--- src/rtl/zeroriscy_d_arb.sv ---
// zeroriscy_d_arb: shares one single-port data SRAM between the LSU (m0) and a debug/DMA port (m1).
// Latency: zero added cycles on the request path and on the response path (both combinational).
// Backpressure: s_gnt=0 holds the selected master until it is granted; with MAX_OUT owners in flight, s_req is dropped.
// Optional: define ZERORISCY_D_ARB_RR_EN for round-robin on contention (default is fixed priority to m0).
module zeroriscy_d_arb #(
  parameter int MAX_OUT = 2,
  parameter int AW      = 32
) (
  input  logic          clk,
  input  logic          rst_n,
  // master 0 (core LSU)
  input  logic          m0_req,
  input  logic          m0_we,
  input  logic [3:0]    m0_be,
  input  logic [AW-1:0] m0_addr,
  input  logic [31:0]   m0_wdata,
  output logic          m0_gnt,
  output logic          m0_rvalid,
  output logic [31:0]   m0_rdata,
  output logic          m0_err,
  // master 1 (debug / DMA)
  input  logic          m1_req,
  input  logic          m1_we,
  input  logic [3:0]    m1_be,
  input  logic [AW-1:0] m1_addr,
  input  logic [31:0]   m1_wdata,
  output logic          m1_gnt,
  output logic          m1_rvalid,
  output logic [31:0]   m1_rdata,
  output logic          m1_err,
  // slave port towards the SRAM
  output logic          s_req,
  output logic          s_we,
  output logic [3:0]    s_be,
  output logic [AW-1:0] s_addr,
  output logic [31:0]   s_wdata,
  input  logic          s_gnt,
  input  logic          s_rvalid,
  input  logic [31:0]   s_rdata,
  input  logic          s_err
);

  // Owner FIFO pointer and occupancy widths (pointer kept at least one bit wide).
  localparam int PW = (MAX_OUT > 1) ? $clog2(MAX_OUT) : 1;
  localparam int CW = $clog2(MAX_OUT + 1);

  // IDLE: free selection; HOLD: an ungranted request is pinned to r_held_id.
  typedef enum logic {
    ST_IDLE = 1'b0,
    ST_HOLD = 1'b1
  } state_t;

  state_t          r_state;
  state_t          w_state_nxt;
  logic            r_held_id;
  logic            r_owner [MAX_OUT];
  logic [PW-1:0]   r_wr_ptr;
  logic [PW-1:0]   r_rd_ptr;
  logic [CW-1:0]   r_count;
  logic            r_spurious;

  logic            w_any;
  logic            w_both;
  logic            w_pop;
  logic            w_can_push;
  logic            w_issue;
  logic            w_done;
  logic            w_sel;
  logic            w_rr_pick;
  logic            w_head;

`ifdef ZERORISCY_D_ARB_RR_EN
  logic            r_last_grant;

  // Remember who completed last so the other master wins the next contention.
  always_ff @(posedge clk or negedge rst_n) begin
    if (!rst_n) begin
      r_last_grant <= 1'b1;
    end else if (w_done) begin
      r_last_grant <= w_sel;
    end
  end

  assign w_rr_pick = ~r_last_grant;
`else
  // Fixed priority: master 0 wins every contention.
  assign w_rr_pick = 1'b0;
`endif

  function automatic logic [PW-1:0] ptr_inc(input logic [PW-1:0] p);
    return (p == PW'(MAX_OUT - 1)) ? '0 : p + 1'b1;
  endfunction

  assign w_any  = m0_req | m1_req;
  assign w_both = m0_req & m1_req;

  // A response only pops when something is outstanding; a stray rvalid is swallowed.
  assign w_pop      = s_rvalid & (r_count != '0);
  // A pop in the same cycle frees a slot, so a full FIFO can still accept a new issue.
  assign w_can_push = (r_count < CW'(MAX_OUT)) | w_pop;
  // Gated by rst_n so no grant or request escapes while reset is asserted.
  assign w_issue    = w_any & w_can_push & rst_n;
  assign w_done     = w_issue & s_gnt;

  // Selection and hold state: a stalled request keeps its master until granted.
  always_comb begin
    w_state_nxt = r_state;
    w_sel       = 1'b0;
    case (r_state)
      ST_HOLD: w_sel = r_held_id;
      default: begin
        if (w_both) begin
          w_sel = w_rr_pick;
        end else begin
          w_sel = m1_req;
        end
      end
    endcase
    if (w_done) begin
      w_state_nxt = ST_IDLE;
    end else if (w_issue) begin
      w_state_nxt = ST_HOLD;
    end
  end

  // Hold state register.
  always_ff @(posedge clk or negedge rst_n) begin
    if (!rst_n) begin
      r_state <= ST_IDLE;
    end else begin
      r_state <= w_state_nxt;
    end
  end

  // Capture the stalled master; in HOLD w_sel already equals r_held_id so it stays stable.
  always_ff @(posedge clk or negedge rst_n) begin
    if (!rst_n) begin
      r_held_id <= 1'b0;
    end else if (w_issue && !s_gnt) begin
      r_held_id <= w_sel;
    end
  end

  // Request mux towards the SRAM.
  assign s_req   = w_issue;
  assign s_we    = w_sel ? m1_we    : m0_we;
  assign s_be    = w_sel ? m1_be    : m0_be;
  assign s_addr  = w_sel ? m1_addr  : m0_addr;
  assign s_wdata = w_sel ? m1_wdata : m0_wdata;

  assign m0_gnt  = w_done & ~w_sel;
  assign m1_gnt  = w_done &  w_sel;

  // Owner FIFO: one bit per outstanding transaction, oldest at r_rd_ptr.
  always_ff @(posedge clk or negedge rst_n) begin
    if (!rst_n) begin
      for (int i = 0; i < MAX_OUT; i++) begin
        r_owner[i] <= 1'b0;
      end
      r_wr_ptr <= '0;
      r_rd_ptr <= '0;
      r_count  <= '0;
    end else begin
      if (w_done) begin
        r_owner[r_wr_ptr] <= w_sel;
        r_wr_ptr          <= ptr_inc(r_wr_ptr);
      end
      if (w_pop) begin
        r_rd_ptr <= ptr_inc(r_rd_ptr);
      end
      case ({w_done, w_pop})
        2'b10:   r_count <= r_count + 1'b1;
        2'b01:   r_count <= r_count - 1'b1;
        default: r_count <= r_count;
      endcase
    end
  end

  // Sticky record of a response that arrived with nothing outstanding.
  always_ff @(posedge clk or negedge rst_n) begin
    if (!rst_n) begin
      r_spurious <= 1'b0;
    end else if (s_rvalid && (r_count == '0)) begin
      r_spurious <= 1'b1;
    end
  end

  // Response steering: the FIFO head owns the current response.
  assign w_head    = r_owner[r_rd_ptr];
  assign m0_rvalid = w_pop & ~w_head;
  assign m1_rvalid = w_pop &  w_head;
  assign m0_err    = w_pop & ~w_head & s_err;
  assign m1_err    = w_pop &  w_head & s_err;
  assign m0_rdata  = s_rdata;
  assign m1_rdata  = s_rdata;

  // Occupancy never exceeds the FIFO depth; the spurious flag only clears on reset.
  a_count_bound: assert property (@(posedge clk) disable iff (!rst_n) r_count <= CW'(MAX_OUT));
  a_spurious_sticky: assert property (@(posedge clk) disable iff (!rst_n) r_spurious |=> r_spurious);

endmodule

--- config.mk ---
export PLATFORM = sky130hd
export DESIGN_NAME = zeroriscy_d_arb
export DESIGN_NICKNAME = d
export VERILOG_FILES = /design/src/rtl/zeroriscy_d_arb.sv
export SDC_FILE = /design/constraint.sdc
export NUM_CORES = 1
export LEC_CHECK = 0
export BUFFER_PORTS_ARGS = -buffer_cell sky130_fd_sc_hd__buf_2
export CAP_MARGIN = 40
export CELL_PAD_IN_SITES_DETAIL_PLACEMENT = 0
export CELL_PAD_IN_SITES_GLOBAL_PLACEMENT = 1
export CORE_AREA = 3 3 123 125
export DETAILED_ROUTE_END_ITERATION = 10
export DIE_AREA = 0 0 126 128
export GPL_TIMING_DRIVEN = 0
export HOLD_SLACK_MARGIN = 0.08
export MAX_ROUTING_LAYER = met4
export PLACE_DENSITY = 0.64
export SYNTH_ARGS = -nofsm -noshare
export SYNTH_HDL_FRONTEND = slang
export SYNTH_SLANG_ARGS = --single-unit
--- constraint.sdc ---
create_clock -name clk -period 1.7 [get_ports clk]
set_input_delay 0.34 -clock clk [delete_from_list [all_inputs] [get_ports clk]]
set_output_delay 0.34 -clock clk [all_outputs]
set_load 0.02 [all_outputs]
==> impl_metrics.tcl <==
set metrics [dict create \
    critical-path-top-delay-family "buffers and inverters" \
    hold_slack_ps 405 \
    groute.usage.overall_pct 10.8 \
    power.sequential.fraction_pct 7.8 \
    number_of_antenna_violations_at_the_first_check_in_global_routing 0 \
    powerDensity_nw_per_um2 1140 \
    first_pass_iters 4 \
    max_cap_viol_count 0 \
    crit_slowest_cell "sky130_fd_sc_hd__dfrtp_1" \
    floorplan.core_area_um2 14000 \
    leakage_nw 2.34 \
    grt_setup_unrepaired "true" \
    min-delay-path-class "input pin to flop" \
    routed_wl_per_cell_um 15.2 \
    nets 654 \
    drc 0 \
    final_min_period_over_clock_period_pct 121 \
    fmax_mhz 485 \
    internal_power_mw 2.77 \
    cts.htree.levels 1 \
    mostFrequentLayoutCell "sky130_fd_sc_hd__buf_2" \
    syn-num-nets 359 \
    power_switching_share_pct 41.7 \
    clk_root_buffer_cell "sky130_fd_sc_hd__clkbuf_16" \
    die_w_um 126 \
    post-dp-hpwl_um 8860 \
    worst_setup_path_start_kind "flop" \
    status "finished with violations" \
    synth_area_um2 2000 \
    worst-path-max-fanout 10 \
    die-height_um 128 \
    setup_violations 73 \
    placementRows 43 \
    first_global_vias 2306 \
    mostFrequentLayoutCells "sky130_fd_sc_hd__buf_2 (238), sky130_fd_sc_hd__buf_4 (69), sky130_fd_sc_hd__mux2_4 (59)" \
    io_buffer_count 284 \
    detail-route-antenna-nets 0 \
    timing.slew.headroom_pct 76.0 \
    final_cell_area_um2 4170 \
    grt_max_degree 11 \
    final_critical_path_setup_slack_ps -361 \
    post_drt_via_cell_ratio 3.62 \
    floorplan.io_pins 317 \
    period_minus_slack_ps 2060 \
    die_footprint_um2 16100 \
    total_vias_in_the_final_route 2370 \
    floorplan.initialDensity_pct 14.3 \
    startpoint "r_state" \
    cp-endpoint "s_addr[28]" \
    clock_skew_ps 1.22 \
    syn_to_final_growth_pct 108 \
    worstPathCellList "nand2b_4 -> o21ai_4 -> buf_12 -> buf_12 -> mux2_4 -> buf_6" \
    violated_checks "setup timing" \
    cts_tree "done" \
    antennaDiodeCount 0 \
    synth_sequential_area_ratio_pct 10.0 \
    placement.cell_area_um2 3650 \
    numPlacedInstances 645 \
    worstSetupPathType "flop to primary output" \
    drt_wl_total_um 9910 \
    end_kind "primary output" \
    cp_num_cells 6 \
    ys.warnings.count 0 \
    worst_r2r_start "r_state" \
    cts_max_path_buffers 2 \
    synth_cells 181 \
    synth_seq_cells 8 \
    r2r.worst_path.cells 9 \
    worstReg2RegEnd "r_owner[0]" \
    tightestPinTransition_ps 359 \
    slew_violations 0 \
    initialDrtViolationCount 62 \
    placer_congestion_estimate 0.805 \
    cts.clk_slew.worst_paths_ps 40 \
    p_sw_mw 1.98 \
    global_route.overflow_total 0 \
    clock_sink_count 8 \
    design_power_total_mw 4.75 \
    cts_made_buffers 3 \
    regToRegSetupSlack_ps -10 \
    avgSynthCellArea_um2 11.1 \
    irDropWorstVdd_mv 0.693 \
    worstPathBufferInverterCount 3 \
    grt_first_pass_wirelength_um 13700 \
    critical_path.most_common_cell "sky130_fd_sc_hd__buf_12" \
    synth.distinct_cells 27 \
    cp.required_ps 1360 \
    layoutNonFillerInstCount 654 \
    clock_insertion_delay_worst_skew_ps 230 \
    finalHoldViolations 0 \
    timing.critical_path.slowest_cell_delay_ps 380 \
    combinationalPowerShare_pct 83.9 \
    clock_share_of_power_pct 8.3 \
    arrival_ps 1720 \
    final_layout_size_suffix_gt1_share_pct 93.7 \
    hold_path_startpoint "s_rvalid" \
    final.fill_count 1529 \
]
timing repair:
| action | 4_1_cts | 5_1_grt |
|---|---|---|
| cloned | 0 | 0 |
| hold buffers | 1 | 0 |
| endpoints found under the hold margin | 8 | 0 |
| pin swaps | 1 | 1 |
| setup endpoints to repair | 74 | 74 |
| resized for setup | 82 | 37 |
| buffers inserted | 3 | 2 |
sequential cells by signal, summed over array words and instances (netlist names):
name       count
r_count        2
r_owner        2
r_held_id      1
r_state        1
r_wr_ptr       1
r_rd_ptr       1
synth_stat cells:
| library cell | count | share of area [%] |
|---|---|---|
| sky130_fd_sc_hd__buf_4 | 64 | 24 |
| sky130_fd_sc_hd__mux2_4 | 50 | 38 |
| sky130_fd_sc_hd__mux2_2 | 17 | 9.6 |
| sky130_fd_sc_hd__dfrtp_1 | 8 | 10 |
| sky130_fd_sc_hd__buf_12 | 5 | 5.0 |
| sky130_fd_sc_hd__mux2_1 | 5 | 2.8 |
| sky130_fd_sc_hd__nor2_1 | 4 | 0.75 |
| sky130_fd_sc_hd__xnor2_1 | 4 | 1.7 |
| sky130_fd_sc_hd__buf_6 | 2 | 1.1 |
| sky130_fd_sc_hd__inv_1 | 2 | 0.38 |
| sky130_fd_sc_hd__nand2_1 | 2 | 0.38 |
| sky130_fd_sc_hd__nand2b_1 | 2 | 0.62 |
| sky130_fd_sc_hd__o21a_1 | 2 | 0.75 |
| sky130_fd_sc_hd__and2_1 | 1 | 0.31 |
| sky130_fd_sc_hd__and3_1 | 1 | 0.31 |
| sky130_fd_sc_hd__buf_2 | 1 | 0.25 |
| sky130_fd_sc_hd__ha_1 | 1 | 0.62 |
| sky130_fd_sc_hd__mux2i_1 | 1 | 0.50 |
| sky130_fd_sc_hd__nand3_1 | 1 | 0.25 |
| sky130_fd_sc_hd__nand4_1 | 1 | 0.31 |
| sky130_fd_sc_hd__nand4b_1 | 1 | 0.44 |
| sky130_fd_sc_hd__nor2b_1 | 1 | 0.31 |
| sky130_fd_sc_hd__o2111ai_1 | 1 | 0.44 |
| sky130_fd_sc_hd__o211a_1 | 1 | 0.50 |
| sky130_fd_sc_hd__o21ai_0 | 1 | 0.25 |
| sky130_fd_sc_hd__o21ai_2 | 1 | 0.44 |
| sky130_fd_sc_hd__xor2_1 | 1 | 0.44 |
per-layer routing:
metal / global-route usage, % / wire length (um) / share of wire [%]
met1: 13.2 / 3850 / 39
met2: 19.2 / 5360 / 54
met3: 2.04 / 675 / 6.8
met4: 0.946 / 19 / 0.19
met5: - / 0 / 0
worst register-to-register path, cell delays in order (launching register included):
cell	delay (ps)
sky130_fd_sc_hd__dfrtp_1	380
sky130_fd_sc_hd__buf_4	150
sky130_fd_sc_hd__nand2_2	70
sky130_fd_sc_hd__o21ai_4	60
sky130_fd_sc_hd__buf_12	150
sky130_fd_sc_hd__buf_8	140
sky130_fd_sc_hd__buf_6	130
sky130_fd_sc_hd__buf_4	130
sky130_fd_sc_hd__buf_4	130
sky130_fd_sc_hd__mux2_2	250
area by class of cell:
class / instances / area, um2 / share of cell area [%]
inverter: 2 / 7.51 / 0.180
sequential: 8 / 200 / 4.80
timing repair buffer: 290 / 1760 / 42.3
buffer: 72 / 623 / 15.0
clock buffer: 3 / 75.1 / 1.80
tap: 180 / 225 / 5.40
multi-input combinational: 99 / 1270 / 30.5
per-stage QoR:
step	setup TNS (ps)	worst slack (ps)	utilization, %
floorplan	-5.90	-1.18	-
global placement	-13040	-278	26.1
detailed placement	-13080	-273	26.1
CTS	-24560	-378	28.8
global route	-26720	-407	29.8
finish	-22780	-361	29.8
power by group through the flow:
stage          registers (mW)  clock network [mW]  logic, mW
2_1_floorplan           0.338                   0       2.47
3_3_place_gp            0.349                   0       3.37
3_5_place_dp            0.353                   0       3.38
4_1_cts                 0.359               0.405       3.83
5_1_grt                 0.382               0.413       4.20
6_report                0.369               0.396       3.98
worst min path at each step:
| stage | to | slack [ps] | depth (start not counted) |
|---|---|---|---|
| 2_1_floorplan | r_count[0] | 40 | 0 |
| 3_3_place_gp | r_state | 220 | 1 |
| 3_5_place_dp | r_count[0] | 220 | 1 |
| 4_1_cts | r_rd_ptr | 410 | 3 |
| 5_1_grt | r_rd_ptr | 420 | 3 |
| 6_report | r_rd_ptr | 410 | 3 |
cell families after synthesis:
| logic type | synth area share, % |
|---|---|
| buffers and inverters | 30.7 |
| AOI/OAI and AO/OA | 2.37 |
| muxes | 50.4 |
| and+or+nand+nor | 3.69 |
| adders and majority gates | 0.625 |
| DFF | 10.0 |
| xor gates and xnor gates | 2.19 |
No activity file was read; power rests on OpenSTA's default activity.
